File: config.mk
export PLATFORM = sky130hd
export DESIGN_NAME = mux32_bist_flat
export DESIGN_NICKNAME = d
export VERILOG_FILES = /design/src/rtl/mux32_bist_pkg.sv /design/src/rtl/mux32_bist_if.sv /design/src/rtl/mux32_bist_patgen.sv /design/src/rtl/mux32_bist.sv /design/src/flat_wrapper.sv
export SDC_FILE = /design/constraint.sdc
export NUM_CORES = 1
export LEC_CHECK = 0
export CORE_UTILIZATION = 46
export CTS_CLUSTER_SIZE = 12
export DETAILED_ROUTE_END_ITERATION = 7
export GPL_ROUTABILITY_DRIVEN = 0
export PLACE_DENSITY = 0.74
export SYNTH_ARGS = -nofsm -noshare
export SYNTH_HDL_FRONTEND = slang
export SYNTH_SLANG_ARGS = --single-unit
File: constraint.sdc
create_clock -name clk_i -period 3.8 [get_ports clk_i]
set_input_delay 0.95 -clock clk_i [delete_from_list [all_inputs] [get_ports clk_i]]
set_output_delay 0.95 -clock clk_i [all_outputs]
set_load 0.02 [all_outputs]
File: src/rtl/mux32_bist_pkg.sv
// Shared types and sizing helpers for the mux BIST controller.
package mux32_bist_pkg;

  typedef enum logic [1:0] {
    ST_IDLE,
    ST_APPLY,
    ST_CHECK,
    ST_DONE
  } state_e;

  // Solid patterns occupy indices 0..3; walking-one pairs start at 4.
  localparam int PAT_ZERO_LO   = 0;
  localparam int PAT_ZERO_HI   = 1;
  localparam int PAT_ONES_LO   = 2;
  localparam int PAT_ONES_HI   = 3;
  localparam int PAT_WALK_BASE = 4;

  function automatic int num_pat(input int width);
    return 2 * width + 4;
  endfunction

  function automatic int idx_w(input int width);
    return $clog2(num_pat(width));
  endfunction

endpackage

File: src/rtl/mux32_bist_if.sv
// Drive/sample bundle between the BIST controller and the mux under test.
interface mux32_bist_if #(
  parameter int WIDTH = 32
);
  logic [WIDTH-1:0] data1_o;
  logic [WIDTH-1:0] data2_o;
  logic             select_o;
  logic [WIDTH-1:0] dut_data_i;

  modport master (output data1_o, output data2_o, output select_o, input dut_data_i);
  modport slave  (input data1_o, input data2_o, input select_o, output dut_data_i);
endinterface

File: src/rtl/mux32_bist_patgen.sv
// Combinational pattern table: index -> (data1, data2, sel) and golden mux output.
module mux32_bist_patgen
  import mux32_bist_pkg::*;
#(
  parameter int WIDTH = 32,
  parameter int IDX_W = idx_w(WIDTH)
) (
  input  logic [IDX_W-1:0] idx,
  output logic [WIDTH-1:0] data1,
  output logic [WIDTH-1:0] data2,
  output logic             sel,
  output logic [WIDTH-1:0] expected
);
  logic [IDX_W-1:0] k;
  logic [WIDTH-1:0] one_hot;

  always_comb begin
    // Odd indices select data2, even select data1, for solid and walking patterns alike.
    k       = (idx - IDX_W'(PAT_WALK_BASE)) >> 1;
    one_hot = {{(WIDTH-1){1'b0}}, 1'b1} << k;
    sel     = idx[0];
    data1   = '0;
    data2   = '0;
    case (idx)
      IDX_W'(PAT_ZERO_LO), IDX_W'(PAT_ZERO_HI): begin
        data1 = '0;
        data2 = '1;
      end
      IDX_W'(PAT_ONES_LO), IDX_W'(PAT_ONES_HI): begin
        data1 = '1;
        data2 = '0;
      end
      default: begin
        data1 = one_hot;
        data2 = ~one_hot;
      end
    endcase
    expected = sel ? data2 : data1;
  end
endmodule

File: src/rtl/mux32_bist.sv
// BIST controller: walks the pattern table through the mux, compares, and latches the verdict.
module mux32_bist
  import mux32_bist_pkg::*;
#(
  parameter  int WIDTH = 32,
  parameter  int CNT_W = 8,
  localparam int NUM_PAT = num_pat(WIDTH),
  localparam int IDX_W   = idx_w(WIDTH)
) (
  input  logic             clk_i,
  input  logic             rst_ni,
  input  logic             start_i,
  mux32_bist_if.master     mux,
  output logic             busy_o,
  output logic             done_o,
  output logic             pass_o,
  output logic [CNT_W-1:0] fail_count_o,
  output logic [IDX_W-1:0] first_fail_idx_o,
  output logic [WIDTH-1:0] first_fail_mask_o
);
  state_e           state;
  logic [IDX_W-1:0] p;
  logic [WIDTH-1:0] pg_d1, pg_d2, pg_exp;
  logic             pg_sel;
  logic [WIDTH-1:0] mask;
  logic             mism;
  logic [CNT_W-1:0] cnt_nxt;

  mux32_bist_patgen #(.WIDTH(WIDTH), .IDX_W(IDX_W)) u_patgen (
    .idx      (p),
    .data1    (pg_d1),
    .data2    (pg_d2),
    .sel      (pg_sel),
    .expected (pg_exp)
  );

  // p is stable across APPLY/CHECK, so pg_exp matches what is on the drive registers.
  assign mask    = mux.dut_data_i ^ pg_exp;
  assign mism    = |mask;
  assign cnt_nxt = (mism && fail_count_o != {CNT_W{1'b1}}) ? fail_count_o + 1'b1 : fail_count_o;
  assign busy_o  = (state == ST_APPLY) || (state == ST_CHECK);

  always_ff @(posedge clk_i or negedge rst_ni) begin
    if (!rst_ni) begin
      state             <= ST_IDLE;
      p                 <= '0;
      mux.data1_o       <= '0;
      mux.data2_o       <= '0;
      mux.select_o      <= 1'b0;
      done_o            <= 1'b0;
      pass_o            <= 1'b0;
      fail_count_o      <= '0;
      first_fail_idx_o  <= '0;
      first_fail_mask_o <= '0;
    end else begin
      case (state)
        ST_IDLE, ST_DONE: begin
          if (start_i) begin
            fail_count_o      <= '0;
            first_fail_idx_o  <= '0;
            first_fail_mask_o <= '0;
            done_o            <= 1'b0;
            pass_o            <= 1'b0;
            p                 <= '0;
            state             <= ST_APPLY;
          end
        end
        ST_APPLY: begin
          mux.data1_o  <= pg_d1;
          mux.data2_o  <= pg_d2;
          mux.select_o <= pg_sel;
          state        <= ST_CHECK;
        end
        ST_CHECK: begin
          if (mism && fail_count_o == '0) begin
            first_fail_idx_o  <= p;
            first_fail_mask_o <= mask;
          end
          fail_count_o <= cnt_nxt;
          if (p == IDX_W'(NUM_PAT - 1)) begin
            done_o       <= 1'b1;
            pass_o       <= (cnt_nxt == '0);
            mux.data1_o  <= '0;
            mux.data2_o  <= '0;
            mux.select_o <= 1'b0;
            state        <= ST_DONE;
          end else begin
            p     <= p + 1'b1;
            state <= ST_APPLY;
          end
        end
        default: state <= ST_IDLE;
      endcase
    end
  end
endmodule

File: src/flat_wrapper.sv
// flat-port wrapper written by rule: the top's interface ports become plain ports
module mux32_bist_flat import mux32_bist_pkg::*;
#(
  parameter  int WIDTH = 32,
  parameter  int CNT_W = 8,
  localparam int NUM_PAT = num_pat(WIDTH),
  localparam int IDX_W   = idx_w(WIDTH)
)
  (clk_i, rst_ni, start_i, busy_o, done_o, pass_o, fail_count_o, first_fail_idx_o, first_fail_mask_o, mux_data1_o, mux_data2_o, mux_select_o, mux_dut_data_i);
  mux32_bist_if #(.WIDTH(WIDTH)) mux_i ();
  input  logic clk_i;
  input  logic rst_ni;
  input  logic start_i;
  output logic busy_o;
  output logic done_o;
  output logic pass_o;
  output logic [CNT_W-1:0] fail_count_o;
  output logic [IDX_W-1:0] first_fail_idx_o;
  output logic [WIDTH-1:0] first_fail_mask_o;
  output wire logic [$bits(mux_i.data1_o)-1:0] mux_data1_o;
  output wire logic [$bits(mux_i.data2_o)-1:0] mux_data2_o;
  output wire logic [$bits(mux_i.select_o)-1:0] mux_select_o;
  input wire logic [$bits(mux_i.dut_data_i)-1:0] mux_dut_data_i;
  assign mux_data1_o = mux_i.data1_o;
  assign mux_data2_o = mux_i.data2_o;
  assign mux_select_o = mux_i.select_o;
  assign mux_i.dut_data_i = mux_dut_data_i;
  mux32_bist #(.WIDTH(WIDTH), .CNT_W(CNT_W)) u_core (.clk_i(clk_i), .rst_ni(rst_ni), .start_i(start_i), .mux(mux_i), .busy_o(busy_o), .done_o(done_o), .pass_o(pass_o), .fail_count_o(fail_count_o), .first_fail_idx_o(first_fail_idx_o), .first_fail_mask_o(first_fail_mask_o));
endmodule
==> metrics.md <==
| Metric | Value |
|---|---|
| Syn Area/Cell | `approximately 9.4 um2` |
| Worst path required time | `a little over 4000 ps` |
| Worst R2R Setup Slack | `40 ps` |
| Antenna cells | `0` |
| Area Overhead vs Synth | `46.7%` |
| Rel. slew slack | `~12%` |
| Worst min-delay path endpoint | `u_core.mux.data2_o[23]$_DFFE_PN0P_` |
| Clk sink count | `between 100 and 150` |
| Initial core utilization | `a little under half` |
| Synthesized cell area | `0.00679 mm2` |
| Post-place setup slack | `-79.4 ps` |
| Fin. Hold Viols | `0` |
| Clock root buffer | `clkbuf_16` |
| Router iterations before antenna repair | `7` |
| Post-synthesis net count | `between 700 and 800` |
| HP Class | `reg -> reg` |
| Pleak | `about 0.0042 uW` |
| Hold-critical path depth | `2` |
| Placed Area | `roughly 0.0090 mm2` |
| Worst Setup Start Kind | `flip-flop` |
| CTS tree | `yes` |
| Nets | `between 900 and 1,000` |
| Critical path's top delay family | `simple AND/OR/NAND/NOR gates` |
| Vias in the first global route | `6,547` |
| Worst Path Max Fanout | `9` |
| WP data arrival | `approximately 4100 ps` |
| Core footprint | `approximately 0.014 mm2` |
| Antenna Nets Post-Route | `0` |
| Die footprint | `about 0.015 mm2` |
| Clock skew | `9.69 ps` |
| Mapped Cells | `just over 700` |
| Synth area leader | `dfrtp_1` |
| 1st-iter DRT viols | `~720` |
| Yosys reg bits | `~120` |
| Commonest cells in the netlist | `dfrtp_1 (123), a21oi_1 (61), nand2_1 (60), nor2_1 (56), o21ai_0 (54)` |
| Total CTS buffers | `17` |
| CP dominant cell by count | `nand4_1` |
| Post-synth EDFFs | `0` |
| Port Buffers | `between 100 and 150` |
| Critical path, cell by cell | `inv_2 -> ha_1 -> or4b_4 -> or3_4 -> buf_4 -> o311ai_0 -> o21ai_1 -> xnor2_1 -> nand4_1 -> nor4_4 -> nand4_1 -> nand4_1 -> a21o_4 -> clkbuf_16 -> o2bb2ai_1` |
| Routed WL | `~24,000 um` |
| Global-route wire length before repair | `~35,000 um` |
| Tmin final | `3760 ps` |
| Reg2reg end | `u_core.first_fail_mask_o[23]$_DFFE_PN0P_` |
| Type of destination of the critical path | `flip-flop` |
| Pin count of the biggest net entering global routing | `approximately 120` |
| Synth top area cells | `dfrtp_1 (45%), a21oi_1 (4.5%), o21ai_0 (4.0%), a22o_1 (3.7%), o2bb2ai_1 (3.6%)` |
| Critical path class | `reg -> reg` |
| Critical Path Max Stage Delay | `around 530 ps` |
| Min-delay src | `u_core.mux.data2_o[23]$_DFFE_PN0P_` |
| Crit-path slowest cell | `or4b_4` |
| # DRC | `0` |
| Worst Max-Slew Pin Slew | `between 1000 and 1500 ps` |
| Worst-path clk slew | `about 60 ps` |
| Final core utilization | `around 70%` |
| RSZ-0062 raised after global routing | `yes` |
| Number of max-cap violations | `0` |
| DR WL/cell | `just over 20 um` |
| Synth unique cells | `68` |
| Initial antenna violation count | `0` |
| Status | `completed` |
| Fmax | `about 270 MHz` |
| Layout cells sized above 1 | `19.4%` |
| Vert. Die Dim | `between 100 and 150 um` |
| Die Span X | `123 um` |
| Total gr overflow | `0` |
| PwrDens | `between 800 and 900 mW/mm2` |
| WP depth | `15` |
| Fin Setup TNS | `0 ps` |
| Peak VDD IR | `0.454 mV` |
| Pins Over Slew Limit | `0` |
| Final period util | `between 90% and 100%` |
| I/O Pins | `150` |
| Floorplan row count | `between 40 and 50` |
| Total power | `between 8000 and 9000 uW` |
| Global-route usage over all layers | `approximately 31%` |
| H-tree lvl count | `4` |
| Area share of the largest cell type after synthesis | `a little under half` |
| Worst r2r path cells | `15` |
| Setup ws final | `44.2 ps` |
| Clock Tree Buf Depth | `2` |
| Number of vias per cell | `between 6 and 7` |
| Fraction of registers with async set/reset | `100%` |
| Worst path bufs/invs | `3` |
| Skew-Pair Late Insertion Delay | `roughly 430 ps` |
| Synth warn | `0` |
| Primary FF master, synth | `dfrtp_1` |
| Final setup viols | `0` |
| Most common cell in the netlist | `dfrtp_1` |
| Finished Cell Area | `between 0.009 and 0.01 mm2` |
| Register area share after synthesis | `a little under half` |
| Via count | `roughly 7,100` |
| Reg-to-Reg Start | `u_core.p[2]$_DFFE_PN0P_` |
| Hpwl dp | `16,400 um` |
[stage by stage]
step                hold slack, ps  cells
floorplan                      551    724
CTS                            472   1126
finish                         462   1141
global placement               462   1092
detailed placement             460   1092
global route                   482   1141
[kinds of logic after synthesis]
kind of cell,count (synthesis),synth area share (%)
AO/OA/AOI/OAI,259,25.8
AND/OR/NAND/NOR,222,16.5
flip-flops,123,45.3
buffers and inverters,65,4.40
XOR/XNOR,35,4.52
adder cells (fa/ha/maj),12,2.21
multiplexers,8,1.18
[where the power goes]
part | internal (uW) | switching, uW | total (uW) | leakage [uW]
sequential | 1740 | 270 | 2010 | 0.00158
combinational | 2230 | 2810 | 5040 | 0.00229
clock | 1080 | 597 | 1680 | 0.000299
total | 5050 | 3680 | 8730 | 0.00416
[area by class of cell]
type | count | area [um2]
clock buffers | 21 | 470
clock inverters | 11 | 143
fillers | 1072 | 4520
inverters | 12 | 45.0
multi-input cells | 536 | 3620
flip-flops and latches | 123 | 3080
well taps | 184 | 230
repair buffers | 254 | 2380
[worst reg2reg max path, delay by kind of cell (launching register included)]
kind | cells | cell delay [ps]
AND/OR/NAND/NOR | 6 | 1890
AO/OA/AOI/OAI | 4 | 590
buffers and inverters | 3 | 420
flip-flops | 1 | 380
XOR/XNOR | 1 | 230
adder cells (fa/ha/maj) | 1 | 150
[sequential cells by signal, summed over array words and instances, names as in the netlist]
name	flops
u_core.first_fail_mask_o	32
u_core.mux.data1_o	32
u_core.mux.data2_o	32
u_core.fail_count_o	8
u_core.first_fail_idx_o	7
u_core.p	7
u_core.state	2
u_core.done_o	1
u_core.mux.select_o	1
u_core.pass_o	1
[worst max path at each step]
stage                       startpoint                                       end
5_1_grt        u_core.p[4]$_DFFE_PN0P_  u_core.first_fail_mask_o[13]$_DFFE_PN0P_
4_1_cts        u_core.p[2]$_DFFE_PN0P_        u_core.fail_count_o[7]$_DFFE_PN0P_
3_5_place_dp   u_core.p[2]$_DFFE_PN0P_        u_core.fail_count_o[7]$_DFFE_PN0P_
3_3_place_gp   u_core.p[2]$_DFFE_PN0P_        u_core.fail_count_o[7]$_DFFE_PN0P_
2_1_floorplan  u_core.p[2]$_DFFE_PN0P_        u_core.fail_count_o[7]$_DFFE_PN0P_
6_report       u_core.p[2]$_DFFE_PN0P_  u_core.first_fail_mask_o[23]$_DFFE_PN0P_
[placed cells by master (no fill, tap or decap), types with 5 or more instances in the layout]
cell type,count
a22o_1,29
xnor2_1,25
and2_1,5
o31ai_1,5
mux2i_1,7
or2_2,7
nand2_1,60
buf_12,5
dfrtp_1,122
nand2b_1,7
o21ai_0,48
nor2_1,52
o2bb2ai_1,28
o31a_1,6
xor2_1,7
buf_4,98
a31oi_1,9
a211oi_1,6
nor3_1,9
o211ai_1,5
clkbuf_16,19
inv_1,9
o21ai_1,9
o22ai_1,8
nand4_1,10
a21oi_1,59
nand3_1,28
nor4_1,11
clkdlybuf4s50_1,148
ha_1,11
[repair_timing]
action                                  in CTS  in global routing
endpoints found under the setup margin      48                 48
hold endpoints to repair                     0                  0
gates resized for setup                      9                 39
pin swaps                                    1                 24
hold buffers                                 0                  0
gates cloned                                 0                  2
buffers inserted                             2                 13
[layer usage]
metal | global-route usage [%] | wire [um] | vias up
met3 | 5.12 | 1780 | 84
met4 | 16.6 | 979 | 0
li1 | - | - | 3133
met5 | 0 | 0 | -
met1 | 39.2 | 9390 | 3475
met2 | 49.9 | 11400 | 416
(Power assumes the default switching activity.)
